[src/rtl/lcd_spi_stream.sv]
// Buffered write-only SPI link to a MIPI-DBI LCD: 16-deep {dc,byte} FIFO,
// mode-0 byte shifter, and a hold-off timer after power commands.
module lcd_spi_stream #(
    parameter int unsigned FREQ  = 25_000_000,
    parameter int unsigned DELAY = 120
) (
    input  logic       clock,
    input  logic       reset,
    input  logic       dc,
    input  logic [7:0] in,
    input  logic       put,
    output logic       full,
    output logic       LCD_reset_n,
    output logic       LCD_clock,
    output logic       LCD_cs_n,
    output logic       LCD_dc,
    output logic       LCD_mosi,
    input  logic       LCD_miso
);
    localparam int unsigned TIMEOUT = DELAY * (FREQ / 1000);
    localparam int TW = (TIMEOUT == 0) ? 1 : $clog2(TIMEOUT + 1);
    localparam logic [TW-1:0] TIMER_LOAD = TW'(TIMEOUT);

    typedef enum logic {IDLE, SHIFT} state_e;

    logic [8:0]    mem_q [16];
    logic [3:0]    wr_q;
    logic [3:0]    rd_q;
    logic [4:0]    cnt_q;
    logic [8:0]    head;
    logic          empty;
    logic          push;
    logic          pop;

    logic [TW-1:0] timer_q;
    logic          ready_n;
    logic          power_cmd;

    state_e        state_q;
    logic [3:0]    bit_cnt_q;
    logic [7:0]    shreg_q;
    logic [7:0]    rx_unused_q;
    logic          sck_q;
    logic          cs_n_q;
    logic          dc_q;
    logic          mosi_q;

    assign full  = cnt_q == 5'd16;
    assign empty = cnt_q == 5'd0;
    assign head  = mem_q[rd_q];

    assign pop  = (state_q == IDLE) && !empty && !ready_n;
    assign push = put && (!full || pop);

    // A full FIFO still accepts a word in the same cycle a word leaves.
    always_ff @(posedge clock) begin
        if (push) begin
            mem_q[wr_q] <= {dc, in};
        end
    end

    always_ff @(posedge clock) begin
        if (reset) begin
            wr_q  <= '0;
            rd_q  <= '0;
            cnt_q <= '0;
        end else begin
            if (push) begin
                wr_q <= wr_q + 4'd1;
            end
            if (pop) begin
                rd_q <= rd_q + 4'd1;
            end
            case ({push, pop})
                2'b10:   cnt_q <= cnt_q + 5'd1;
                2'b01:   cnt_q <= cnt_q - 5'd1;
                default: ;
            endcase
        end
    end

    assign power_cmd = (head == 9'h001) || (head == 9'h010) || (head == 9'h011);
    assign ready_n   = timer_q != '0;

    always_ff @(posedge clock) begin
        if (reset) begin
            timer_q <= '0;
        end else if (pop && power_cmd) begin
            timer_q <= TIMER_LOAD;
        end else if (ready_n) begin
            timer_q <= timer_q - TW'(1);
        end
    end

    // Even shift cycles hold SCK low with MOSI set up; odd cycles raise SCK.
    always_ff @(posedge clock) begin
        if (reset) begin
            state_q     <= IDLE;
            bit_cnt_q   <= '0;
            shreg_q     <= '0;
            rx_unused_q <= '0;
            sck_q       <= 1'b0;
            cs_n_q      <= 1'b1;
            dc_q        <= 1'b0;
            mosi_q      <= 1'b0;
        end else begin
            unique case (state_q)
                IDLE: begin
                    if (pop) begin
                        state_q   <= SHIFT;
                        bit_cnt_q <= '0;
                        shreg_q   <= {head[6:0], 1'b0};
                        mosi_q    <= head[7];
                        dc_q      <= head[8];
                        cs_n_q    <= 1'b0;
                        sck_q     <= 1'b0;
                    end
                end
                SHIFT: begin
                    bit_cnt_q <= bit_cnt_q + 4'd1;
                    if (bit_cnt_q == 4'd15) begin
                        state_q <= IDLE;
                        cs_n_q  <= 1'b1;
                        sck_q   <= 1'b0;
                        mosi_q  <= 1'b0;
                    end else if (!bit_cnt_q[0]) begin
                        sck_q       <= 1'b1;
                        rx_unused_q <= {rx_unused_q[6:0], LCD_miso};
                    end else begin
                        sck_q   <= 1'b0;
                        mosi_q  <= shreg_q[7];
                        shreg_q <= {shreg_q[6:0], 1'b0};
                    end
                end
            endcase
        end
    end

    assign LCD_reset_n = ~reset;
    assign LCD_clock   = sck_q;
    assign LCD_cs_n    = cs_n_q;
    assign LCD_dc      = dc_q;
    assign LCD_mosi    = mosi_q;
endmodule

[config.mk]
export PLATFORM = sky130hd
export DESIGN_NAME = lcd_spi_stream
export DESIGN_NICKNAME = d
export VERILOG_FILES = /design/src/rtl/lcd_spi_stream.sv
export SDC_FILE = /design/constraint.sdc
export NUM_CORES = 1
export LEC_CHECK = 0
export ABC_AREA = 0
export CAP_MARGIN = 0
export CORE_MARGIN = 8
export CORE_UTILIZATION = 35
export DETAILED_ROUTE_END_ITERATION = 16
export SLEW_MARGIN = 20
export SYNTH_ARGS = -nofsm -noshare
export SYNTH_HDL_FRONTEND = slang
export SYNTH_SLANG_ARGS = --single-unit
[constraint.sdc]
create_clock -name clock -period 3.6 [get_ports clock]
set_input_delay 0.36 -clock clock [delete_from_list [all_inputs] [get_ports clock]]
set_output_delay 0.36 -clock clock [all_outputs]
set_load 0.005 [all_outputs]
* Word level (Yosys, flattened, before mapping) *
Memory sizes are Yosys's and may differ from the RTL's. A register that Yosys moved wholly into a read port is not among the register bits.
Index checks and enable logic that the tools add are counted.

storage, ports and cells
  register bits = 52
  RAM bits = 144
  input port bits = 13
  output and inout port bits = 6
  word-level logic and storage cells = 78
  memories = 1

memories
  name   words  width  rd ports  clocked after memory_dff  wr ports  RTL line  RTL
  mem_q  16     9      1         1                         1         26        logic [8:0] mem_q [16];

operators by class
  add/subtract/negate cells = 6
  equality and inequality tests = 12
  multiplexer cells = 26
  bitwise logic cells = 2
  reduce and logical (&&, ||, !) cells = 19

operators with widths
  cell                                                    number
  two-way mux 22 bit                                      2
  two-way mux 8 bit                                       3
  nonzero test 22 bit                                     1
  subtractor 22 x 1 -> 22 bit (second input constant)     1
  == test 9 x 5 -> 1 bit (second input constant)          2
  one-hot mux 8 bit (2 select lines)                      1
  adder 4 x 1 -> 4 bit (second input constant)            3
  two-way mux 4 bit                                       3
  two-way mux 1 bit                                       11
  one-hot mux 5 bit (2 select lines)                      1
  == test 9 x 1 -> 1 bit (second input constant)          1
  one-hot mux 1 bit (2 select lines)                      4
  one-hot mux 4 bit (2 select lines)                      1
  AND reduction 2 bit                                     3
  adder 5 x 1 -> 5 bit (second input constant)            1
  == test 5 bit (second input constant)                   1
  logical NOT 5 bit                                       1
  subtractor 5 x 1 -> 5 bit (second input constant)       1
  == test 4 bit (second input constant)                   1
  logical AND 1 bit                                       4
  inequality test 2 x 1 -> 1 bit (second input constant)  2
  inequality test 2 bit (second input constant)           2
  nonzero test 2 bit                                      2
  logical NOT 1 bit                                       3
  other kinds (7)                                         10

* Logic depth before layout (Yosys ltp) *
  depth after elaboration = 8
  gate-level depth with buffers = 15
  gate-level depth less buffers = 14

* Worst setup path before layout *
Ideal clock, no wire load.

  path kind = reg-to-reg
  start point = reg timer_q[2]
  end point = reg cnt_q[4]
  setup time = 121 ps
  arrival time = 2903 ps
  required time = 3479 ps
  slack = 576 ps
  cell stages (with the launch flop) = 13
  buffers on the path = 1
  clock period less this slack = 3024 ps
  cell sequence = dfxtp_1 -> nor4_1 -> nand4b_1 -> or3_1 -> buf_4 -> nor2_4 -> inv_1 -> fa_1 -> inv_1 -> a21o_1 -> a21oi_1 -> a21oi_1 -> mux2_2

between the ends
  word-level cells in the longest chain between the ends = 7
  elaborated cells between the ends (all ways) = 9
  those cells by class = eq/ne: 2; mux: 1; reduce/logical: 6

ends and longest elaborated chain
  what                                                                      RTL line  RTL
  start: declaration                                                        35        logic [TW-1:0] timer_q;
  start signal: assignment                                                  91        timer_q <= timer_q - TW'(1);
  nonzero test 22 bit *                                                     83        assign ready_n = timer_q != '0;
  logical NOT 1 bit *                                                       52        assign pop = (state_q == IDLE) && !empty && !ready_n;
  logical AND 1 bit *                                                       52
  logical OR 1 bit                                                          53        assign push = put && (!full || pop);
  logical AND 1 bit                                                         53
  == test 2 x 1 -> 1 bit or == test 2 bit (tied branches)                   74        case ({push, pop})
  one-hot mux 5 bit (2 select lines) or nonzero test 2 bit (tied branches)  --
  end signal: assignment                                                    75        2'b10: cnt_q <= cnt_q + 5'd1;
  end signal: assignment                                                    76        2'b01: cnt_q <= cnt_q - 5'd1;
  end: declaration                                                          29        logic [4:0] cnt_q;

Every way passes the cells marked *; elsewhere a longest branch is shown, timed or not.
A chain may end at the register's enable or synchronous reset.

==> results_dict.tcl <==
set metrics [dict create \
    status "complete, no violations" \
    dr.pass1.iters 6 \
    crit_arrival_ns 3.45 \
    hold_path.class "in2reg" \
    hpwl_um 11700 \
    die_area_sq_um 28800 \
    p_leak_nw 3.21 \
    path_class "reg2reg" \
    min_period_over_period_pct 86.0 \
    clk_latency_ns 0.44 \
    netlist.area_leader.share_pct 52.4 \
    critPathMaxStageDelay_ns 0.71 \
    syn-cell-area_sq_um 8260 \
    clock.fmax_ghz 0.323 \
    synth.avg_cell_area_sq_um 14.8 \
    htree_levels 4 \
    drv_cap 0 \
    power_switching_mw 1.86 \
    drt-initial-drc-count 390 \
    cts_resized 0 \
    wl_um 17500 \
    routed-wl-met3_um 920 \
    postCtsSetupRepairBufs 0 \
    crit_fanout 21 \
    crit_slowest_cell "dfxtp_1" \
    max_slew_margin_pct 52.8 \
    synth_compound_area_share_pct 5.35 \
    syn_inst 557 \
    top_layer "met4" \
    ir_drop_v 0.000317 \
    finalSetupViolations 0 \
    vias_per_cell 5.00 \
    wl_per_cell_um 18.8 \
    cts_hold_buf 0 \
    power_density_nw_per_um2 642 \
    cp-end-kind "register" \
    grt_pass1_vias 4822 \
    min_path_cells 2 \
    cts_buffers 17 \
    async_flop_share_pct 0 \
    switching_share_pct 30.3 \
    grt_start_max_net_pins 37 \
    clk_pin_slew_ns 0.07 \
    route.detailed.drc 0 \
    synthAdderAreaFrac_pct 1.91 \
    ant_nets 0 \
    hold_violations 0 \
    cts_max_path_buffers 2 \
    crit_path_frequent_cell "o21ai_0" \
    grt_first_pass_wirelength_um 27400 \
    comb_power_share_pct 22.9 \
    n_antenna_cell 0 \
    antenna_found_initial 0 \
    ys_types 60 \
    ys_warn_count 0 \
    fin_skew_ns 0.0136 \
    synth_area_leaders "edfxtp_1 (52%), dfxtp_1 (13%), mux4_2 (7.6%)" \
    rows 56 \
    drv_slew 0 \
    synth_top_family_by_area "multiplexers" \
    core-area_sq_um 23300 \
    dr_wl_met2_um 8660 \
    nFillCells 2104 \
    synth-simple-area-share_pct 9.39 \
    synth_seq_cells 199 \
    start_util_pct 35.4 \
    fin_hold_ws_ns 0.255 \
    place_congestion 0.805 \
    worstMarginPinSlew_ns 0.702 \
    vias 4660 \
    synth_flop_cell "edfxtp_1" \
    cts_tree "yes" \
    seq_power_share_pct 46.4 \
    cts.sinks 199 \
    synth_largest_area_cell "edfxtp_1" \
    die_width_um 170 \
    grt_use_total_pct 12.7 \
    wirelength_met1_um 7530 \
    drive_above_1_share_pct 17.8 \
    overflow 0 \
    ys_seq_area_share_pct 65.7 \
    io_pins 19 \
    root_buffer "clkbuf_16" \
    start_kind "register" \
    synth_fp_nets 582 \
    area_growth_pct 15.5 \
    p_int_mw 4.27 \
    tns_ns 0 \
    synth-edff-count 144 \
    port_buffers 17 \
    die_y_um 170 \
    min_period_ns 3.10 \
    cp.required_ns 3.95 \
    nets 625 \
    grt_setup_unrepaired "no" \
    crit_chain "buf_12, mux4_1, and2_1, o21ai_0, nand2_1, nand4bb_1, o21ai_0" \
    synthMuxAreaShare_pct 12.5 \
    p_clk_share_pct 30.7 \
    r2r_cells 7 \
    synthXorXnorAreaFrac_pct 2.97 \
]
[registers in the layout, indices dropped and copies added (netlist names), named ones only]
| register | count |
|---|---|
| LCD_clock | 1 |
| LCD_cs_n | 1 |
| LCD_dc | 1 |
| LCD_mosi | 1 |
| bit_cnt_q | 4 |
| cnt_q | 5 |
| mem_q | 144 |
| rd_q | 4 |
| shreg_q | 7 |
| state_q | 1 |
| timer_q | 22 |
| wr_q | 4 |
[area by class of cell]
cell class	instances	area (sq um)	share of cell area, %
clock buffer	18	429	4.50
clock inverter	14	159	1.67
inverter	15	56.3	0.590
multi-input combinational	318	2650	27.8
sequential	199	5430	56.9
tap	319	399	4.18
timing repair buffer	49	418	4.38
[critical path, delay by kind of cell (launching register included)]
family | cells | cell delay (ns)
mux | 1 | 0.58
flops | 1 | 0.71
compound gates | 2 | 0.60
buf+inv | 1 | 0.27
simple gates | 3 | 0.83
[cell usage after synthesis (all sizes together) (7+ instances only)]
| library cell | number |
|---|---|
| mux4 | 35 |
| mux2i | 15 |
| nor4 | 9 |
| nand2 | 31 |
| nor2 | 62 |
| ha | 11 |
| xnor2 | 13 |
| dfxtp | 55 |
| o21ai | 15 |
| edfxtp | 144 |
| a21oi | 18 |
| nor3 | 10 |
| nand3 | 11 |
| inv | 14 |
| clkbuf | 13 |
| buf | 12 |
| xor2 | 15 |
| nor2b | 7 |
[cell families after synthesis]
kind of cell,after synthesis
compound gates,64
xor+xnor,28
fa+ha+maj,12
buf+inv,40
flops,199
mux,56
simple gates,158
[path summary, 6_finish.rpt]
path	from	slack (ns)	to
min reg2reg	shreg_q[1]	0.48	shreg_q[1]
max reg2reg	register	0.50	timer_q[14]
min	reset	0.26	timer_q[4]
max	register	0.50	timer_q[14]
[layer usage]
layer | vias up | global-route usage, %
met5 | - | 0
met4 | 0 | 4.31
met3 | 23 | 3.68
met2 | 88 | 21.1
met1 | 2346 | 15.5
li1 | 2203 | -
[power groups by stage]
stage	registers (mW)	clock network, mW	logic, mW
after floorplan	2.83	0	1.05
after global placement	2.86	0	1.34
after detailed placement	2.89	0	1.40
after CTS	2.84	1.91	1.42
after global routing	2.87	2.01	1.57
final	2.84	1.88	1.40
[stage by stage]
step | setup slack [ns] | utilization (%) | total power, mW | instance area, sq um | instances
5_1_grt | 0.267 | 40.9 | 6.44 | 9540 | 932
2_1_floorplan | 0.576 | - | 3.88 | 8260 | 557
6_report | 0.503 | 40.9 | 6.12 | 9540 | 932
3_5_place_dp | 0.432 | 38.4 | 4.29 | 8950 | 900
3_3_place_gp | 0.580 | 38.4 | 4.21 | 8950 | 900
4_1_cts | 0.472 | 40.9 | 6.16 | 9540 | 932
[cells in the final DEF (no fill, tap or decap), types with 2 or more instances in the layout]
master and instances:
a21oi_1 17, mux4_2 28, edfxtp_1 144, mux4_1 7
nand2b_1 5, xnor2_1 13, or3_1 4, a21o_1 3
nand4_1 2, a221oi_1 3, a22oi_1 5, and2_1 4
a31oi_1 3, o211a_1 2, clkbuf_16 17, buf_4 31
a22o_1 2, nor2b_1 7, o21ai_0 13, nor2_1 61
clkinv_1 2, clkdlybuf4s50_1 16, inv_1 14, inv_8 4
mux2_2 6, nor3_1 9, nor4_1 8, clkinv_8 2
dfxtp_1 54, ha_1 11, nand2_1 31, or4_1 2
a211oi_1 2, xor2_1 15, o211ai_1 5, nand4b_1 3
nand3_1 11, clkinv_4 3, mux2i_1 15
(Power assumes the default switching activity.)
